`src/rtl/writeback_stage.sv`:
```
// Writeback stage for the 4-thread barrel core: merges unstallable ALU results with
// back-pressured load results (queued in a small FIFO) onto the register-file write port.
module writeback_stage #(
  parameter int XLEN         = 32,
  parameter int FIFO_DEPTH   = 4,
  parameter int STARVE_LIMIT = 8
) (
  input  logic                          clk,
  input  logic                          rst,
  input  logic                          alu_valid,
  input  logic [1:0]                    alu_thread,
  input  logic [4:0]                    alu_rd,
  input  logic [XLEN-1:0]               alu_data,
  input  logic                          ld_valid,
  output logic                          ld_ready,
  input  logic [1:0]                    ld_thread,
  input  logic [4:0]                    ld_rd,
  input  logic [XLEN-1:0]               ld_data,
  output logic                          wr_en,
  output logic [1:0]                    thread_rd_id,
  output logic [4:0]                    rd_addr,
  output logic [XLEN-1:0]               new_data,
  output logic [$clog2(FIFO_DEPTH):0]   ld_fifo_count,
  output logic                          ld_starve
);
  localparam int PW = $clog2(FIFO_DEPTH);
  localparam int CW = PW + 1;
  localparam int SW = $clog2(STARVE_LIMIT + 1);
  localparam logic [CW-1:0] DEPTH_C = CW'(FIFO_DEPTH);
  localparam logic [SW-1:0] LIMIT_C = SW'(STARVE_LIMIT);

  typedef struct packed {
    logic [1:0]      thread;
    logic [4:0]      rd;
    logic [XLEN-1:0] data;
  } wb_ent_t;

  wb_ent_t         mem [FIFO_DEPTH];
  wb_ent_t         head;
  logic [PW-1:0]   wr_ptr_q, wr_ptr_d, rd_ptr_q, rd_ptr_d;
  logic [CW-1:0]   count_q, count_d;
  logic [SW-1:0]   starve_q, starve_d;
  logic            wr_en_q, wr_en_d;
  logic [1:0]      thread_q, thread_d;
  logic [4:0]      rd_q, rd_d;
  logic [XLEN-1:0] data_q, data_d;
  logic            push, pop;

  // Readiness uses only the registered count: a full FIFO refuses even while popping.
  assign ld_ready = !rst && (count_q < DEPTH_C);
  assign head     = mem[rd_ptr_q];

  always_comb begin
    push     = ld_valid && ld_ready;
    pop      = !alu_valid && (count_q != '0);
    wr_en_d  = 1'b0;
    thread_d = thread_q;
    rd_d     = rd_q;
    data_d   = data_q;
    wr_ptr_d = push ? wr_ptr_q + 1'b1 : wr_ptr_q;
    rd_ptr_d = pop  ? rd_ptr_q + 1'b1 : rd_ptr_q;
    count_d  = count_q;
    starve_d = starve_q;
    if (alu_valid) begin
      wr_en_d  = (alu_rd != 5'd0);
      thread_d = alu_thread;
      rd_d     = alu_rd;
      data_d   = alu_data;
    end else if (pop) begin
      wr_en_d  = (head.rd != 5'd0);
      thread_d = head.thread;
      rd_d     = head.rd;
      data_d   = head.data;
    end
    if (push && !pop)      count_d = count_q + CW'(1);
    else if (pop && !push) count_d = count_q - CW'(1);
    if (pop || count_q == '0)   starve_d = '0;
    else if (starve_q < LIMIT_C) starve_d = starve_q + SW'(1);
  end

  always_ff @(posedge clk or posedge rst) begin
    if (rst) begin
      wr_ptr_q <= '0;
      rd_ptr_q <= '0;
      count_q  <= '0;
      starve_q <= '0;
      wr_en_q  <= 1'b0;
      thread_q <= '0;
      rd_q     <= '0;
      data_q   <= '0;
    end else begin
      wr_ptr_q <= wr_ptr_d;
      rd_ptr_q <= rd_ptr_d;
      count_q  <= count_d;
      starve_q <= starve_d;
      wr_en_q  <= wr_en_d;
      thread_q <= thread_d;
      rd_q     <= rd_d;
      data_q   <= data_d;
    end
  end

  // Storage needs no reset; the pointers define which entries are live.
  always_ff @(posedge clk) begin
    if (push) mem[wr_ptr_q] <= '{thread: ld_thread, rd: ld_rd, data: ld_data};
  end

  assign wr_en         = wr_en_q;
  assign thread_rd_id  = thread_q;
  assign rd_addr       = rd_q;
  assign new_data      = data_q;
  assign ld_fifo_count = count_q;
  assign ld_starve     = (starve_q == LIMIT_C);
endmodule

```
`config.mk`:
```
export PLATFORM = sky130hd
export DESIGN_NAME = writeback_stage
export DESIGN_NICKNAME = d
export VERILOG_FILES = /design/src/rtl/writeback_stage.sv
export SDC_FILE = /design/constraint.sdc
export NUM_CORES = 1
export LEC_CHECK = 0
export CORE_UTILIZATION = 50
export CTS_BUF_LIST = sky130_fd_sc_hd__clkbuf_8
export DETAILED_ROUTE_END_ITERATION = 12
export MAX_ROUTING_LAYER = met4
export PLACE_DENSITY_LB_ADDON = 0.12
export SLEW_MARGIN = 40
export SYNTH_ARGS = -nofsm -noshare
export SYNTH_HDL_FRONTEND = slang
export SYNTH_SLANG_ARGS = --single-unit
```
`constraint.sdc`:
```
create_clock -name clk -period 5.4 [get_ports clk]
set_input_delay 1.08 -clock clk [delete_from_list [all_inputs] [get_ports clk]]
set_output_delay 1.08 -clock clk [all_outputs]
set_load 0.1 [all_outputs]
```
==> results of run 1 <==
==> state kept, by name, summed over array words and instances (netlist names) <==
name / flops
wr_en: 1
mem: 156
rd_addr: 5
thread_rd_id: 2
ld_fifo_count: 3
new_data: 32
wr_ptr_q: 2
starve_q: 4
rd_ptr_q: 2
==> cell families after synthesis <==
group	share of synthesized area, %
AOI/OAI and AO/OA	2.693
buffers and inverters	1.697
DFF	74.17
adders and majority gates	1.339
and+or+nand+nor	3.176
muxes	16.05
xor gates and xnor gates	0.8718
==> worst paths after layout <==
check	startpoint	cells after the start	endpoint	slack (ns)
max	rst	3	ld_ready	1.98
min	ld_fifo_count[2]$_DFFE_PP0P_	1	ld_fifo_count[2]$_DFFE_PP0P_	0.53
max reg2reg	ld_fifo_count[0]$_DFFE_PP0P_	10	ld_fifo_count[2]$_DFFE_PP0P_	2.66
min reg2reg	ld_fifo_count[2]$_DFFE_PP0P_	1	ld_fifo_count[2]$_DFFE_PP0P_	0.53
max in group asynchronous	rst	3	rd_ptr_q[1]$_DFFE_PP0P_	3.74
min in group asynchronous	rst	3	new_data[5]$_DFFE_PP0P_	1.13
==> per-layer routing <==
layer | part of all wire (%) | up-vias | GRT usage (%) | wire length [um]
met5 | 0 | - | - | 0
met1 | 44 | 2142 | 25.50 | 6501
li1 | - | 1979 | - | -
met4 | 1.7 | 0 | 8.374 | 251
met2 | 50 | 93 | 31.51 | 7435
met3 | 4.3 | 22 | 4.200 | 644
==> where the power goes <==
group / switching (mW) / internal [mW] / leakage (nW) / total (mW)
Combinational: 1.30 / 0.606 / 1.19 / 1.91
Sequential: 0.208 / 1.94 / 2.02 / 2.15
Clock: 0.568 / 0.731 / 0.403 / 1.30
==> cell type report <==
cell class	count	area, um^2	share of cell area (%)
clock buffer	41	564.3	5.674
clock inverter	19	98.84	0.9940
inverter	7	26.28	0.2642
multi-input combinational	200	1964	19.75
sequential	207	5966	59.99
tap	211	264.0	2.655
timing repair buffer	130	1061	10.67
==> stage by stage <==
stage / utilization, % / area [um^2]
floorplan: - / 8036
global placement: 61.51 / 9489
detailed placement: 60.16 / 9281
CTS: 64.46 / 9945
global route: 64.46 / 9945
finish: 64.46 / 9945
==> synthesized netlist by cell type <==
cell type    n  area [um^2]
buf_2        7        35.03
mux4_2      39        878.3
nor2_1       8        30.03
buf_4        3        22.52
and3_1       4        25.02
o21ai_0      1        5.000
inv_1        7        26.28
a31oi_1      1        6.260
buf_1        1        3.750
xor2_1       4        35.03
ha_1         7        87.58
edfxtp_1   156         4684
and2_1       1        6.260
o21ai_1     41        205.2
nor3_1       1        5.000
nand2_1     43        161.4
clkbuf_1    10        37.54
mux2_2       1        11.26
xnor2_1      4        35.03
mux2i_1     40        400.4
or4_1        2        15.01
nand2b_1     1        6.260
dfrtp_1     51         1276
fa_1         1        20.02
buf_6        1        11.26
nor2b_1      1        6.260
==> critical path: stages <==
cell and delay (ns):
clkdlybuf4s50_1 0.43, nor2_1 0.32, buf_2 0.50
==> summary.txt, run 1 <==
Global routing
  – First-pass GRT wire length: 23710 um
  – Vias in the first global route: 4459
  – GRT Residual Overflow: 0
  – Initial antenna violation count: 0
  – Gr usage total: 20.02%
  – Largest net degree at the start of global routing: 81

Layout
  – P&R area growth vs syn: 23.74%
  – Fraction of layout cells with a size suffix above 1: 23.34%
  – Fillers: 1131
  – Diodes inserted: 0
  – Post-route non-filler standard cell count: 815
  – Commonest cells after routing, fill and taps aside: edfxtp_1 (156), clkdlybuf4s50_1 (80), dfrtp_1 (49)
  – NumNets Final: 670
  – Most common cell after layout, fill and taps aside: edfxtp_1

STA
  – Unrepaired setup endpoints after global routing: no
  – Setup-failing EPs final: 0
  – Worst Tran Pin Value: 0.7759 ns
  – Tcrit/Tclk final: 63.25%
  – Slew Limit Fails: 0
  – Final Hold Fails: 0
  – Tmin final: 3.416 ns
  – Clk_skew: 0.01562 ns
  – Worst setup margin: 1.984 ns
  – Fmax: 0.2928 GHz
  – Slew headroom: 48.27%
  – Setup TNS Final: 0 ns
  – Min Hold Slack: 0.5307 ns

Yosys
  – Synth Cell Area: 8036 um^2
  – Yosys warns: 0
  – Seq/Total Area, Yosys: 74.17%
  – Seq cells post-synth: 207
  – Avg Cell Area, Syn: 18.43 um^2
  – Syn nets: 526
  – Synth unique cells: 26
  – Post-synthesis instance total: 436

Pwr
  – Overall Power: 5.361 mW
  – LEAKAGE: 3.619 nW
  – VDD IR-drop max: 560.3 uV
  – Pwr Density: 539.1 nW/um^2

Outcome
  – Status: complete, no violations

Drt
  – Final WL: 14830 um
  – DRT Pass-1 Iters: 4
  – Antenna-violating nets left: 0
  – Wire per inst: 18.20 um
  – DRC violations left: 0
  – Iter 0 DRT Violations: 274
  – DR vias/cell: 5.198
  – Total number of vias: 4236

Floorplan
  – DIE AREA: 16580 um^2
  – Die extent in y: 128.8 um
  – Initial Util: 52.09%
  – Die X: 128.8 um
  – I/O pins: 127
  – Row count: 45
  – Core area: 15430 um^2

Run
  – Max cap viols: 0

CTS
  – Post-CTS Setup Bufs: 0
  – # clock sinks: 207
  – Clock root cell: clkbuf_8
  – CTS resizes: 0
  – Clock slew at reported path FFs: 0.05 ns
  – Clock network latency to the later pin of the worst-skew pair: 0.51 ns
  – CTS buffer count: 34
  – H-tree depth: 2
  – CTS tree: built
  – Hold_buf cts: 0
  – Clock buffer depth: 3

Critical path
  – Nature of the critical path startpoint: input port
  – CP Data Required Time: 4.32 ns
  – Crit path kind: input port to output pin
  – Crit end category: output pin
  – CP arrival: 2.34 ns
  – Crit Path Max Fanout: 6

Place
  – Final HPWL DP: 8924 um
  – Pre-CTS WS: 1.993 ns
  – Port Buf Inserts: 126
  – RePlAce Congestion: 0.6826
  – Dpl cells: 755

Hold path
  – Worst min path class: register to register
(Power assumes the default switching activity.)
==> run 2: changes to the inputs <==
clock period = 2.8 ns   (was 5.4 ns; I/O delays follow)
==> summary.txt, run 2 (synthesis results as in run 1) <==
Outcome
  – Status: complete, no violations (unchanged)

CTS
  – CTS buffer count: 34 (unchanged)
  – Hold_buf cts: 0 (unchanged)
  – Clock buffer depth: 3 (unchanged)
  – CTS resizes: 0 (unchanged)
  – Clock network latency to the later pin of the worst-skew pair: 0.48 ns (was 0.51 ns)
  – Clock root cell: clkbuf_8 (unchanged)
  – H-tree depth: 2 (unchanged)
  – CTS tree: built (unchanged)
  – Post-CTS Setup Bufs: 0 (unchanged)
  – # clock sinks: 207 (unchanged)
  – Clock slew at reported path FFs: 0.06 ns (was 0.05 ns)

Pwr
  – Clock power share: 23.0% (was 24.2%)
  – Flop pwr share: 38.3% (was 40.1%)
  – VDD IR-drop max: 812.7 uV (was 560.3 uV)
  – Pwr Density: 1030 nW/um^2 (was 539.1 nW/um^2)
  – Gate power share: 38.7% (was 35.6%)
  – Sw Share: 38.57% (was 38.78%)
  – Power Internal: 6.435 mW (was 3.282 mW)
  – LEAKAGE: 3.693 nW (was 3.619 nW)
  – Switch Pwr: 4.041 mW (was 2.079 mW)

Global routing
  – First-pass GRT wire length: 24070 um (was 23710 um)
  – Initial antenna violation count: 0 (unchanged)
  – Largest net degree at the start of global routing: 81 (unchanged)
  – Vias in the first global route: 4620 (was 4459)
  – Gr usage total: 20.05% (was 20.02%)
  – GRT Residual Overflow: 0 (unchanged)

Drt
  – Final WL: 15030 um (was 14830 um)
  – Total number of vias: 4301 (was 4236)
  – Antenna-violating nets left: 0 (unchanged)
  – Iter 0 DRT Violations: 275 (was 274)
  – DRT Pass-1 Iters: 4 (unchanged)
  – DR vias/cell: 5.220 (was 5.198)
  – Wire per inst: 18.25 um (was 18.20 um)
  – DRC violations left: 0 (unchanged)

Layout
  – Fraction of layout cells with a size suffix above 1: 24.31% (was 23.34%)
  – NumNets Final: 677 (was 670)
  – Top reg by flops: mem (unchanged)
  – Fillers: 1118 (was 1131)
  – Most common cell after layout, fill and taps aside: edfxtp_1 (unchanged)
  – Diodes inserted: 0 (unchanged)
  – Core Util, Final: 65.92% (was 64.46%)
  – Largest register FFs: 156 (unchanged)
  – Commonest cells after routing, fill and taps aside: edfxtp_1 (156), clkdlybuf4s50_1 (80), buf_4 (49) (was edfxtp_1 (156), clkdlybuf4s50_1 (80), dfrtp_1 (49))
  – P&R area growth vs syn: 26.55% (was 23.74%)

Critical path
  – Nature of the critical path startpoint: register (was input port)
  – CP Data Required Time: 2.24 ns (was 4.32 ns)
  – Crit Path Max Fanout: 4 (was 6)
  – Crit path kind: register to output pin (was input port to output pin)
  – Worst path cell trace: inv_1 -> ha_1 -> nand2_1 -> nor2_1 -> buf_4 (was clkdlybuf4s50_1 -> nor2_1 -> buf_2)
  – CP arrival: 1.52 ns (was 2.34 ns)
  – CP max-delay cell: dfrtp_1 (was buf_2)
  – Crit end category: output pin (unchanged)
  – Biggest cell delay along the critical path: 0.41 ns (was 0.50 ns)

STA
  – Fmax: 0.4811 GHz
  – Slew headroom: 50.74% (was 48.27%)
  – Tcrit/Tclk final: 74.24%
  – Setup-failing EPs final: 0 (unchanged)
  – Final Hold Fails: 0 (unchanged)
  – Unrepaired setup endpoints after global routing: no (unchanged)
  – Slew Limit Fails: 0 (unchanged)
  – Tmin final: 2.079 ns
  – Setup TNS Final: 0 ns (unchanged)
  – Clk_skew: 0.009658 ns (was 0.01562 ns)
  – Worst Tran Pin Value: 0.7388 ns (was 0.7759 ns)

Place
  – Final HPWL DP: 9292 um (was 8924 um)
  – RePlAce Congestion: 0.7057 (was 0.6826)
  – Port Buf Inserts: 126 (unchanged)

Floorplan
  – Die extent in y: 128.8 um (unchanged)
  – Row count: 45 (unchanged)
  – Core area: 15430 um^2 (unchanged)
  – Initial Util: 52.09% (unchanged)
  – I/O pins: 127 (unchanged)
  – DIE AREA: 16580 um^2 (unchanged)
  – Die X: 128.8 um (unchanged)

Run
  – Max cap viols: 0 (unchanged)

Hold path
  – Worst min path class: input port to register (was register to register)
run 2: routing by layer:
metal  global-route usage, %  vias up  share of wire (%)  wire length, um
li1                        -     1991                  -                -
met1                   24.99     2155                 42             6378
met2                   33.39      133                 51             7663
met3                   4.033       22                5.1              761
met4                   6.021        0                1.5              230
met5                       -        -                  0                0
run 2: final timing paths:
check | start | endpoint | slack, ns | cells past startpoint
worst max-delay path | starve_q[0]$_DFFE_PP0P_ | ld_starve | 0.72 | 5
min in group asynchronous | rst | ld_fifo_count[2]$_DFFE_PP0P_ | 0.60 | 2
worst min register to register | ld_fifo_count[2]$_DFFE_PP0P_ | ld_fifo_count[2]$_DFFE_PP0P_ | 0.54 | 1
worst min-delay path | alu_valid | rd_ptr_q[0]$_DFFE_PP0P_ | 0.48 | 3
max in group asynchronous | rst | new_data[0]$_DFFE_PP0P_ | 1.62 | 3
worst max register to register | ld_fifo_count[0]$_DFFE_PP0P_ | ld_fifo_count[2]$_DFFE_PP0P_ | 0.82 | 9
run 2: cell type report:
class	count	area (um^2)	share of cell area (%)
clock inverters	21	80.08	0.7874
repair buffers	137	1314	12.92
flip-flops and latches	207	5964	58.65
well taps	211	264.0	2.596
multi-input cells	200	1957	19.24
inverters	7	26.28	0.2584
clock buffers	41	564.3	5.549
run 2: power by group through the flow:
stage                     Combinational (mW)  Clock [mW]  Sequential, mW
final                                   4.05        2.41            4.02
after CTS                               4.10        2.48            4.02
after global placement                  4.05           0            4.05
after global routing                    4.28        2.63            4.07
after detailed placement                4.10           0            4.08
after floorplan                         1.64           0            5.53
run 2: worst max-delay path: cells and delay by family, from the launching register on:
family,cells,cell delay [ns]
buf+inv,2,0.36
flops,1,0.41
simple gates,2,0.13
fa+ha+maj,1,0.14
run 2: metrics by stage:
stage | cell area [um^2] | power, mW | worst slack, ns | std cells | hold WS [ns]
floorplan | 8050 | 7.173 | 0.2193 | 436 | 0.5320
global placement | 9525 | 8.104 | 0.3184 | 762 | 0.5222
detailed placement | 9525 | 8.178 | 0.2485 | 762 | 0.5424
CTS | 10170 | 10.61 | 0.6773 | 824 | 0.4651
global route | 10170 | 10.97 | 0.6323 | 824 | 0.4650
finish | 10170 | 10.48 | 0.7213 | 824 | 0.4805
==> run 3: changes to the inputs <==
clock period = 1.85 ns   (was 2.8 ns; I/O delays follow)
==> summary.txt, run 3 (synthesis results as in run 1) <==
Layout
  – Largest register FFs: 156 (unchanged)
  – Finished Cell Area: 10980 um^2 (was 10170 um^2)
  – Top reg by flops: mem (unchanged)
  – Most common cell after layout, fill and taps aside: edfxtp_1 (unchanged)
  – Fraction of layout cells with a size suffix above 1: 29.26% (was 24.31%)
  – NumNets Final: 704 (was 677)
  – Diodes inserted: 0 (unchanged)
  – Commonest cells after routing, fill and taps aside: edfxtp_1 (156), clkdlybuf4s50_1 (80), buf_12 (54) (was edfxtp_1 (156), clkdlybuf4s50_1 (80), buf_4 (49))
  – P&R area growth vs syn: 36.65% (was 26.55%)

Drt
  – Wire length on met2: 8137 um (was 7663 um)
  – Antenna-violating nets left: 0 (unchanged)
  – WL met1: 6519 um (was 6378 um)
  – Top layer in use: met4 (unchanged)
  – Total number of vias: 4402 (was 4301)
  – Wire per inst: 18.43 um (was 18.25 um)
  – DRT Pass-1 Iters: 4 (unchanged)
  – DRC violations left: 0 (unchanged)
  – DR vias/cell: 5.179 (was 5.220)
  – Final WL: 15670 um (was 15030 um)
  – Met3 routed WL: 810 um (was 761 um)
  – Iter 0 DRT Violations: 235 (was 275)

Critical path
  – Crit path kind: register to register (was register to output pin)
  – Critical Path Source: rd_ptr_q[0]$_DFFE_PP0P_ (was starve_q[0]$_DFFE_PP0P_)
  – Nature of the critical path startpoint: register (unchanged)
  – Crit end category: register (was output pin)
  – CP Data Required Time: 2.22 ns (was 2.24 ns)
  – CP arrival: 2.21 ns (was 1.52 ns)
  – R2R Path Start: rd_ptr_q[0]$_DFFE_PP0P_ (was ld_fifo_count[0]$_DFFE_PP0P_)
  – Crit Path Max Fanout: 6 (was 4)

Floorplan
  – Core area: 15430 um^2 (unchanged)
  – DIE AREA: 16580 um^2 (unchanged)
  – I/O pins: 127 (unchanged)
  – Die X: 128.8 um (unchanged)
  – Row count: 45 (unchanged)
  – Initial Util: 52.09% (unchanged)
  – Die extent in y: 128.8 um (unchanged)

STA
  – Slew Limit Fails: 0 (unchanged)
  – Min Hold Slack: 0.3459 ns (was 0.4805 ns)
  – Final Hold Fails: 0 (unchanged)
  – Clk_skew: 0.01790 ns (was 0.009658 ns)
  – Unrepaired setup endpoints after global routing: yes (was no)
  – Worst Tran Pin Value: 0.7716 ns (was 0.7388 ns)
  – Slew headroom: 48.56% (was 50.74%)
  – Tcrit/Tclk final: 99.81%
  – Setup-failing EPs final: 0 (unchanged)
  – Tmin final: 1.846 ns
  – Fmax: 0.5416 GHz

CTS
  – H-tree depth: 2 (unchanged)
  – Clock buffer depth: 3 (unchanged)
  – CTS buffer count: 34 (unchanged)
  – # clock sinks: 207 (unchanged)
  – Clock slew at reported path FFs: 0.06 ns (about the same)
  – CTS tree: built (unchanged)
  – Clock network latency to the later pin of the worst-skew pair: 0.48 ns (about the same)
  – Clock root cell: clkbuf_8 (unchanged)

Run
  – Max cap viols: 0 (unchanged)

Place
  – Placed Area: 10290 um^2 (was 9525 um^2)
  – Final HPWL DP: 10170 um (was 9292 um)
  – RePlAce Congestion: 0.7570 (was 0.7057)
  – Port Buf Inserts: 126 (unchanged)

Global routing
  – Gr usage total: 20.76% (was 20.05%)
  – GRT Residual Overflow: 0 (unchanged)
  – First-pass GRT wire length: 24740 um (was 24070 um)
  – Initial antenna violation count: 0 (unchanged)
  – Vias in the first global route: 4706 (was 4620)
  – Largest net degree at the start of global routing: 81 (unchanged)

Hold path
  – Worst min path class: input port to async pin (was input port to register)

Pwr
  – Pwr Density: 1553 nW/um^2 (was 1030 nW/um^2)
  – LEAKAGE: 4.033 nW (was 3.693 nW)
  – VDD IR-drop max: 918.6 uV (was 812.7 uV)

Outcome
  – Status: complete, no violations (unchanged)
run 3: cell count changes in the layout (fill, tap and decap cells not counted), moves of 3 or more:
cell      previous run  this run
inv_1               19        23
buf_12               7        54
buf_4               49        28
clkinv_1             7         4
nor2_1               7         4
clkbuf_8            41        37
run 3: path summary, 6_finish.rpt:
| kind | endpoint | slack (ns) | cells after the start |
|---|---|---|---|
| max | wr_en$_DFF_PP0_ | 0.004 | 5 |
| min | new_data[19]$_DFFE_PP0P_ | 0.35 | 3 |
| max reg2reg | wr_en$_DFF_PP0_ | 0.004 | 5 |
| min reg2reg | new_data[26]$_DFFE_PP0P_ | 0.62 | 2 |
| max in group asynchronous | rd_ptr_q[0]$_DFFE_PP0P_ | 1.23 | 3 |
| min in group clk | wr_en$_DFF_PP0_ | 0.35 | 5 |
run 3: cell type report:
| cell class | count | area [um^2] |
|---|---|---|
| Fill cell | 1030 | 4446 |
| Tap cell | 211 | 264.0 |
| Sequential cell | 207 | 5969 |
| Clock buffer | 37 | 509.2 |
| Inverter | 7 | 26.28 |
| Timing Repair Buffer | 164 | 2108 |
| Multi-Input combinational cell | 200 | 2013 |
| Clock inverter | 24 | 91.34 |
run 3: what timing repair did:
action	4_1_cts	5_1_grt
pin swaps	6	8
gates cloned	0	0
gates resized for setup	7	4
hold buffers	0	0
buffers inserted	5	2
setup endpoints to repair	6	14
run 3: through the flow:
step	setup WS (ns)	cells	util, %	TNS, ns	total power [mW]
final	0.003530	850	71.18	0	17.06
after global routing	-0.05959	850	71.18	-0.3873	17.83
after CTS	-0.003896	848	70.97	-0.003896	17.20
after detailed placement	-0.3342	782	66.69	-9.388	13.61
after global placement	-0.2730	782	66.69	-10.39	13.45
after floorplan	-0.6420	436	-	-74.06	10.88
run 3: routing by layer:
layer	up-vias	global-route usage, %
li1	2045	-
met1	2209	25.66
met5	-	-
met4	0	5.675
met2	128	34.94
met3	20	4.324
run 3: critical path: stages (launching register included):
cell,delay [ns]
dfrtp_4,0.52
buf_4,0.16
mux4_2,0.44
or4_4,0.42
o21ai_2,0.13
nand2_1,0.06
run 3: report_power, final:
part	switching [mW]	internal, mW
clock network	1.62	1.83
logic	4.25	3.15
registers	0.523	5.68
